==> src/rtl/w3d_pkg.sv <==
// w3d_pkg: shared types and constants for the w3d DRAM read arbiter
package w3d_pkg;

    localparam int DRAM_ID_W = 8;
    localparam int SRC_MAX_W = 4;

    typedef logic [DRAM_ID_W-1:0] w3d_dram_id_t;
    typedef logic [SRC_MAX_W-1:0] src_id_t;
    typedef enum logic {IDLE, ISSUE} arb_state_t;

endpackage

==> src/rtl/w3d_rr_pick.sv <==
// w3d_rr_pick: combinational round-robin picker, first request at or after ptr_i
module w3d_rr_pick #(
    parameter int N = 3,
    localparam int SRC_W = (N > 1) ? $clog2(N) : 1
) (
    input  logic [N-1:0]     req_i,
    input  logic [SRC_W-1:0] ptr_i,
    output logic [N-1:0]     gnt_o,
    output logic [SRC_W-1:0] idx_o,
    output logic             any_o
);

    // Walk offsets from farthest to nearest so the nearest request to ptr_i wins
    always_comb begin
        int j;
        j = 0;
        gnt_o = '0;
        idx_o = '0;
        any_o = 1'b0;
        for (int k = N - 1; k >= 0; k--) begin
            j = (int'(ptr_i) + k) % N;
            if (req_i[j]) begin
                gnt_o    = '0;
                gnt_o[j] = 1'b1;
                idx_o    = SRC_W'(j);
                any_o    = 1'b1;
            end
        end
    end

endmodule

==> src/rtl/w3d_dram_rd_arbiter.sv <==
// w3d_dram_rd_arbiter: round-robin sharing of the DRAM AXI read path among N requesters
module w3d_dram_rd_arbiter
    import w3d_pkg::*;
#(
    parameter int N = 3,
    parameter int ID_W = DRAM_ID_W,
    parameter int MAX_OUTST = 4,
    localparam int SRC_W = $clog2(N),
    localparam int IW = ID_W - SRC_W
) (
    input  logic            clk,
    input  logic            rst,
    input  logic [N-1:0]    req_arvalid,
    output logic [N-1:0]    req_arready,
    input  logic [N*IW-1:0] req_arid,
    input  logic [N*32-1:0] req_araddr,
    input  logic [N*8-1:0]  req_arlen,
    input  logic [N*3-1:0]  req_arsize,
    input  logic [N*2-1:0]  req_arburst,
    output logic [N-1:0]    req_rvalid,
    input  logic [N-1:0]    req_rready,
    output logic [IW-1:0]   req_rid,
    output logic [31:0]     req_rdata,
    output logic [1:0]      req_rresp,
    output logic            req_rlast,
    output logic            dram_arvalid,
    input  logic            dram_arready,
    output logic [ID_W-1:0] dram_arid,
    output logic [31:0]     dram_araddr,
    output logic [7:0]      dram_arlen,
    output logic [2:0]      dram_arsize,
    output logic [1:0]      dram_arburst,
    input  logic            dram_rvalid,
    output logic            dram_rready,
    input  logic [ID_W-1:0] dram_rid,
    input  logic [31:0]     dram_rdata,
    input  logic [1:0]      dram_rresp,
    input  logic            dram_rlast
);

    localparam int CW = 4;

    arb_state_t       state_q, state_d;
    logic [SRC_W-1:0] rr_q, rr_d, gnt_q, gnt_d;
    logic [ID_W-1:0]  arid_q, arid_d;
    logic [31:0]      araddr_q, araddr_d;
    logic [7:0]       arlen_q, arlen_d;
    logic [2:0]       arsize_q, arsize_d;
    logic [1:0]       arburst_q, arburst_d;
    logic [CW-1:0]    outst_q [N];
    logic [CW-1:0]    outst_d [N];
    logic [N-1:0]     elig, pick_gnt;
    logic [SRC_W-1:0] pick_idx, rsrc;
    logic             pick_any, rbad, rdone, ar_acc;

    // A requester competes only while it has headroom for another burst
    always_comb begin
        elig = '0;
        for (int i = 0; i < N; i++)
            elig[i] = req_arvalid[i] && (outst_q[i] != CW'(MAX_OUTST));
    end

    w3d_rr_pick #(.N(N)) u_pick (
        .req_i (elig),
        .ptr_i (rr_q),
        .gnt_o (pick_gnt),
        .idx_o (pick_idx),
        .any_o (pick_any)
    );

    // Arbiter: grant and capture in IDLE, hold the AR until DRAM accepts in ISSUE
    always_comb begin
        state_d     = state_q;
        rr_d        = rr_q;
        gnt_d       = gnt_q;
        arid_d      = arid_q;
        araddr_d    = araddr_q;
        arlen_d     = arlen_q;
        arsize_d    = arsize_q;
        arburst_d   = arburst_q;
        req_arready = '0;
        if (state_q == IDLE) begin
            if (pick_any && !rst) begin
                req_arready = pick_gnt;
                gnt_d       = pick_idx;
                arid_d      = {pick_idx, req_arid[pick_idx*IW +: IW]};
                araddr_d    = req_araddr[pick_idx*32 +: 32];
                arlen_d     = req_arlen[pick_idx*8 +: 8];
                arsize_d    = req_arsize[pick_idx*3 +: 3];
                arburst_d   = req_arburst[pick_idx*2 +: 2];
                state_d     = ISSUE;
            end
        end else if (dram_arready) begin
            rr_d    = (gnt_q == SRC_W'(N - 1)) ? '0 : gnt_q + 1'b1;
            state_d = IDLE;
        end
    end

    assign dram_arvalid = (state_q == ISSUE);
    assign ar_acc       = dram_arvalid && dram_arready;
    assign dram_arid    = arid_q;
    assign dram_araddr  = araddr_q;
    assign dram_arlen   = arlen_q;
    assign dram_arsize  = arsize_q;
    assign dram_arburst = arburst_q;

    // Beats with an unknown prefix are swallowed so the DRAM side never stalls on them
    assign rsrc        = dram_rid[ID_W-1 -: SRC_W];
    assign rbad        = src_id_t'(rsrc) >= src_id_t'(N);
    assign req_rvalid  = (dram_rvalid && !rbad) ? ({{(N-1){1'b0}}, 1'b1} << rsrc) : '0;
    assign dram_rready = rbad || req_rready[rsrc];
    assign rdone       = dram_rvalid && dram_rready && dram_rlast && !rbad;
    assign req_rid     = dram_rid[IW-1:0];
    assign req_rdata   = dram_rdata;
    assign req_rresp   = dram_rresp;
    assign req_rlast   = dram_rlast;

    // Outstanding count per requester: +1 on AR accept, -1 on last beat, both cancel out
    always_comb begin
        for (int i = 0; i < N; i++)
            outst_d[i] = outst_q[i] + CW'(ar_acc && gnt_q == SRC_W'(i))
                                    - CW'(rdone && rsrc == SRC_W'(i));
    end

    // State and payload registers, cleared immediately on reset
    always_ff @(posedge clk or posedge rst) begin
        if (rst) begin
            state_q   <= IDLE;
            rr_q      <= '0;
            gnt_q     <= '0;
            arid_q    <= '0;
            araddr_q  <= '0;
            arlen_q   <= '0;
            arsize_q  <= '0;
            arburst_q <= '0;
            for (int i = 0; i < N; i++) outst_q[i] <= '0;
        end else begin
            state_q   <= state_d;
            rr_q      <= rr_d;
            gnt_q     <= gnt_d;
            arid_q    <= arid_d;
            araddr_q  <= araddr_d;
            arlen_q   <= arlen_d;
            arsize_q  <= arsize_d;
            arburst_q <= arburst_d;
            for (int i = 0; i < N; i++) outst_q[i] <= outst_d[i];
        end
    end

    rid_prefix_a: assert property (@(posedge clk) disable iff (rst) dram_rvalid |-> !rbad);
    outst_underflow_a: assert property (@(posedge clk) disable iff (rst) rdone |-> outst_q[rsrc] != '0);

endmodule
==> config.mk <==
export PLATFORM = sky130hd
export DESIGN_NAME = w3d_dram_rd_arbiter
export DESIGN_NICKNAME = d
export VERILOG_FILES = /design/src/rtl/w3d_pkg.sv /design/src/rtl/w3d_rr_pick.sv /design/src/rtl/w3d_dram_rd_arbiter.sv
export SDC_FILE = /design/constraint.sdc
export NUM_CORES = 1
export LEC_CHECK = 0
export BUFFER_PORTS_ARGS = -buffer_cell sky130_fd_sc_hd__buf_2
export CAP_MARGIN = 20
export CORE_AREA = 3 3 119 121
export DETAILED_ROUTE_END_ITERATION = 7
export DIE_AREA = 0 0 122 124
export GPL_TIMING_DRIVEN = 0
export PLACE_DENSITY_LB_ADDON = 0.05
export SKIP_CTS_REPAIR_TIMING = 1
export SYNTH_ARGS = -nofsm -noshare
export SYNTH_HDL_FRONTEND = slang
export SYNTH_SLANG_ARGS = --single-unit
==> constraint.sdc <==
create_clock -name clk -period 3.8 [get_ports clk]
set_clock_uncertainty 0.2 [all_clocks]
set_input_delay 0.76 -clock clk [delete_from_list [all_inputs] [get_ports clk]]
set_output_delay 0.76 -clock clk [all_outputs]
set_load 0.05 [all_outputs]
==> metrics.csv <==
stage,metric,value,unit
run_status,status,finished clean,
worst_hold_path,Worst Hold Depth,2,
cells_and_area,Non-Filler Instances,988,
cells_and_area,nets,1035,
timing,final worst path period need,3.68,ns
power,peak supply drop,0.546,mV
timing,"Slew Viols, Final",0,
yosys,sequential fraction of the synthesis area,34.1,%
yosys,post-synthesis mux area share,0.828,%
timing,"Hold Violations, Final",0,
timing,endpoints failing setup,0,
worst_setup_path,critical path peak fanout,10,
yosys,area share of the largest cell type after synthesis,34.1,%
detailed_routing,DRC marker count from the first detailed-route iteration,276,
yosys,Mapped Avg Cell Area,9.46,µm²
power,Pwr per Cell Area,935,mW/mm²
floorplan,area of the core,0.0132,mm²
detailed_routing,final antenna-violating net count,0,
worst_setup_path,end of the critical path,req_arready[1],
cells_and_area,Area Overhead vs Synth,37.7,%
global_routing,number of global-route vias before repair,5158,
floorplan,Die Width,122,µm
yosys,ys async rst share,100,%
worst_setup_path,Reg-to-Reg Start,rr_q[0],
detailed_routing,DR vias,5228,
clocking,Clk Tree Root Cell,clkbuf_16,
yosys,xor-xnor portion of the synthesized cell area,1.05,%
timing,fmax,272,MHz
yosys,Post-Synthesis Cells,527,
global_routing,first-pass GRT wire length,26200,µm
yosys,top_reg_cell synth,dfrtp_1,
detailed_routing,Avg Vias per Cell,5.29,
clocking,clock tree buffer depth,2,
yosys,"flops & latches, synth",68,
yosys,synth top area cells,"dfrtp_1 34%, o32ai_1 9.1%, a221oi_2 9.0%",
clocking,"Clk Latency, worst-skew pair",0.33,ns
yosys,simple-gate portion of the synthesized area,11.1,%
cells_and_area,fraction of layout cells with a size suffix above 1,48.3,%
worst_setup_path,data required time of the critical path,2.84,ns
floorplan,IO Count,308,
placement,post-detail-place hpwl,13400,µm
timing,relative slew slack,41.4,%
power,Leak,3.59,nW
worst_hold_path,worst hold path class,reg -> reg,
timing,Tcrit/Tclk final,96.9,%
clocking,CTS Sinks,68,
yosys,post-synthesis compound-gate area fraction,30.7,%
yosys,"EDFF count, synth",0,
worst_setup_path,element type at the critical path start,flip-flop,
yosys,largest area contributor in the netlist,dfrtp_1,
worst_setup_path,crit path launch,outst_q[6],
worst_setup_path,crit end category,primary output,
detailed_routing,Residual DRC,0,
cells_and_area,fin util,52.0,%
cells_and_area,# fillers,1290,
detailed_routing,Routed wire per std cell,17.8,µm
worst_setup_path,reg2reg end,dram_araddr[3],
global_routing,Total GRT Usage,21.8,%
timing,Least-Margin Pin Slew,0.879,ns
power,Total Power,6.42,mW
global_routing,initial antenna violation count,0,
placement,PortBufs,266,
yosys,count of warnings emitted by yosys,0,
cells_and_area,diodes inserted,0,
yosys,largest family of logic cells by synthesized area,compound AO/OA/AOI/OAI gates,
yosys,Netlist cell types,48,
detailed_routing,DR pass1 iterations,4,
floorplan,# rows,42,
floorplan,initial core utilization,37.8,%
worst_setup_path,Crit Path Category,reg -> out,
job,# Max-Cap Violations,0,
yosys,Synthesized Nets,753,
floorplan,full die area,0.0151,mm²
global_routing,GRT overflow,0,
worst_setup_path,R2R Setup Slk,0.89,ns
worst_setup_path,worst-case reg-to-reg path depth,9,
floorplan,DIE HEIGHT,124,µm
placement,post-placement cell count,969,
clocking,htree depth,3,
timing,Hold Slack,0.305,ns
clocking,"Clk pin slew, worst setup/hold paths",0.05,ns
clocking,CTS tree,done,
detailed_routing,Post-Route WL,17500,µm
yosys,Mapped Area,0.00498,mm²
yosys,Synth Area in Adders,5.47,%
placement,gpl congestion,0.829,
worst_setup_path,Worst Path Arrival,2.72,ns
clocking,TritonCTS buffer count,9,
global_routing,largest net degree at the start of global routing,69,
## where the power goes
part	internal [mW]	switching, mW
clock network	0.448	0.298
registers	1.10	0.215
logic	1.38	2.97
## synthesized netlist by cell type, types with 2 or more instances
cell type / number
a221oi_2: 30
ha_1: 17
nor2b_1: 4
o211ai_1: 2
nor2_1: 3
mux2i_1: 3
o32ai_1: 52
o21ai_0: 54
o211a_1: 2
inv_1: 72
clkbuf_1: 28
buf_6: 6
a21o_1: 4
dfrtp_1: 68
and3_1: 55
fa_1: 3
a221oi_1: 21
xnor2_1: 3
a21oi_1: 4
xor2_1: 3
or3b_1: 2
buf_4: 41
nor3_1: 3
nand2_1: 7
buf_2: 17
## how the worst min path moves through the flow
stage / start / to / slack (ns)
2_1_floorplan: outst_q[4] / outst_q[4] / 0.27
6_report: rr_q[1] / rr_q[1] / 0.30
5_1_grt: dram_arsize[2] / dram_arsize[2] / 0.33
3_3_place_gp: rr_q[0] / rr_q[0] / 0.29
3_5_place_dp: rr_q[1] / rr_q[1] / 0.30
4_1_cts: rr_q[1] / rr_q[1] / 0.31
## critical path, cell delays in order (launching register included)
cell     delay [ns]
dfrtp_1        0.38
ha_1           0.18
or3b_1         0.15
buf_2          0.28
nand2_1        0.11
or4_1          0.54
buf_6          0.17
buf_6          0.14
nor3_2         0.15
buf_2          0.28
## sequential cells by signal (all words and copies together), names as in the netlist
name,count
dram_araddr,32
outst_q,12
dram_arlen,8
dram_arid,6
dram_arsize,3
dram_arburst,2
gnt_q,2
rr_q,2
dram_arvalid,1
## layer usage
| metal | vias up | global-route usage (%) | wire length (µm) |
|---|---|---|---|
| met2 | 236 | 37.7 | 8910 |
| met1 | 2474 | 28.1 | 7190 |
| li1 | 2491 | - | - |
| met3 | 27 | 3.59 | 1180 |
| met5 | - | 0 | 0 |
| met4 | 0 | 6.30 | 261 |
## area by class of cell
type	instances	area [µm²]	area share, %
multi-input combinational	295	2470	35.9
sequential	68	1700	24.8
timing repair buffer	271	1370	20.0
buffer	92	571	8.31
inverter	72	273	3.97
clock buffer	11	243	3.54
tap	176	220	3.21
clock inverter	3	15.0	0.219
## layout by cell type, fill, tap and decap left out, drive strengths merged, types with 4 or more instances in the layout
cell | synthesis | layout
nand2 | 7 | 7
inv | 72 | 72
a221oi | 51 | 51
o21ai | 54 | 54
buf | 64 | 333
dfrtp | 68 | 68
nor3 | 4 | 4
a21o | 4 | 4
clkbuf | 28 | 41
o32ai | 52 | 52
and3 | 56 | 56
a21oi | 4 | 4
ha | 17 | 17
nor2b | 4 | 4
## logic make-up (layout without fill, tap and decap cells)
group           Yosys count  after routing
compound gates          177            177
fa+ha+maj                20             20
simple gates             88             88
mux                       4              4
buf+inv                 164            449
flops                    68             68
xor+xnor                  6              6
## per-stage QoR
step / cell area [µm²] / TNS (ns) / setup WS (ns)
final: 6860 / 0 / 0.118
after global routing: 6860 / -0.00455 / -0.00455
after CTS: 6800 / -0.671 / -0.308
after detailed placement: 6540 / -0.00233 / -0.00233
after global placement: 6540 / 0 / 0.0485
after floorplan: 4990 / 0 / 0.117
No activity file was read; power rests on OpenSTA's default activity.
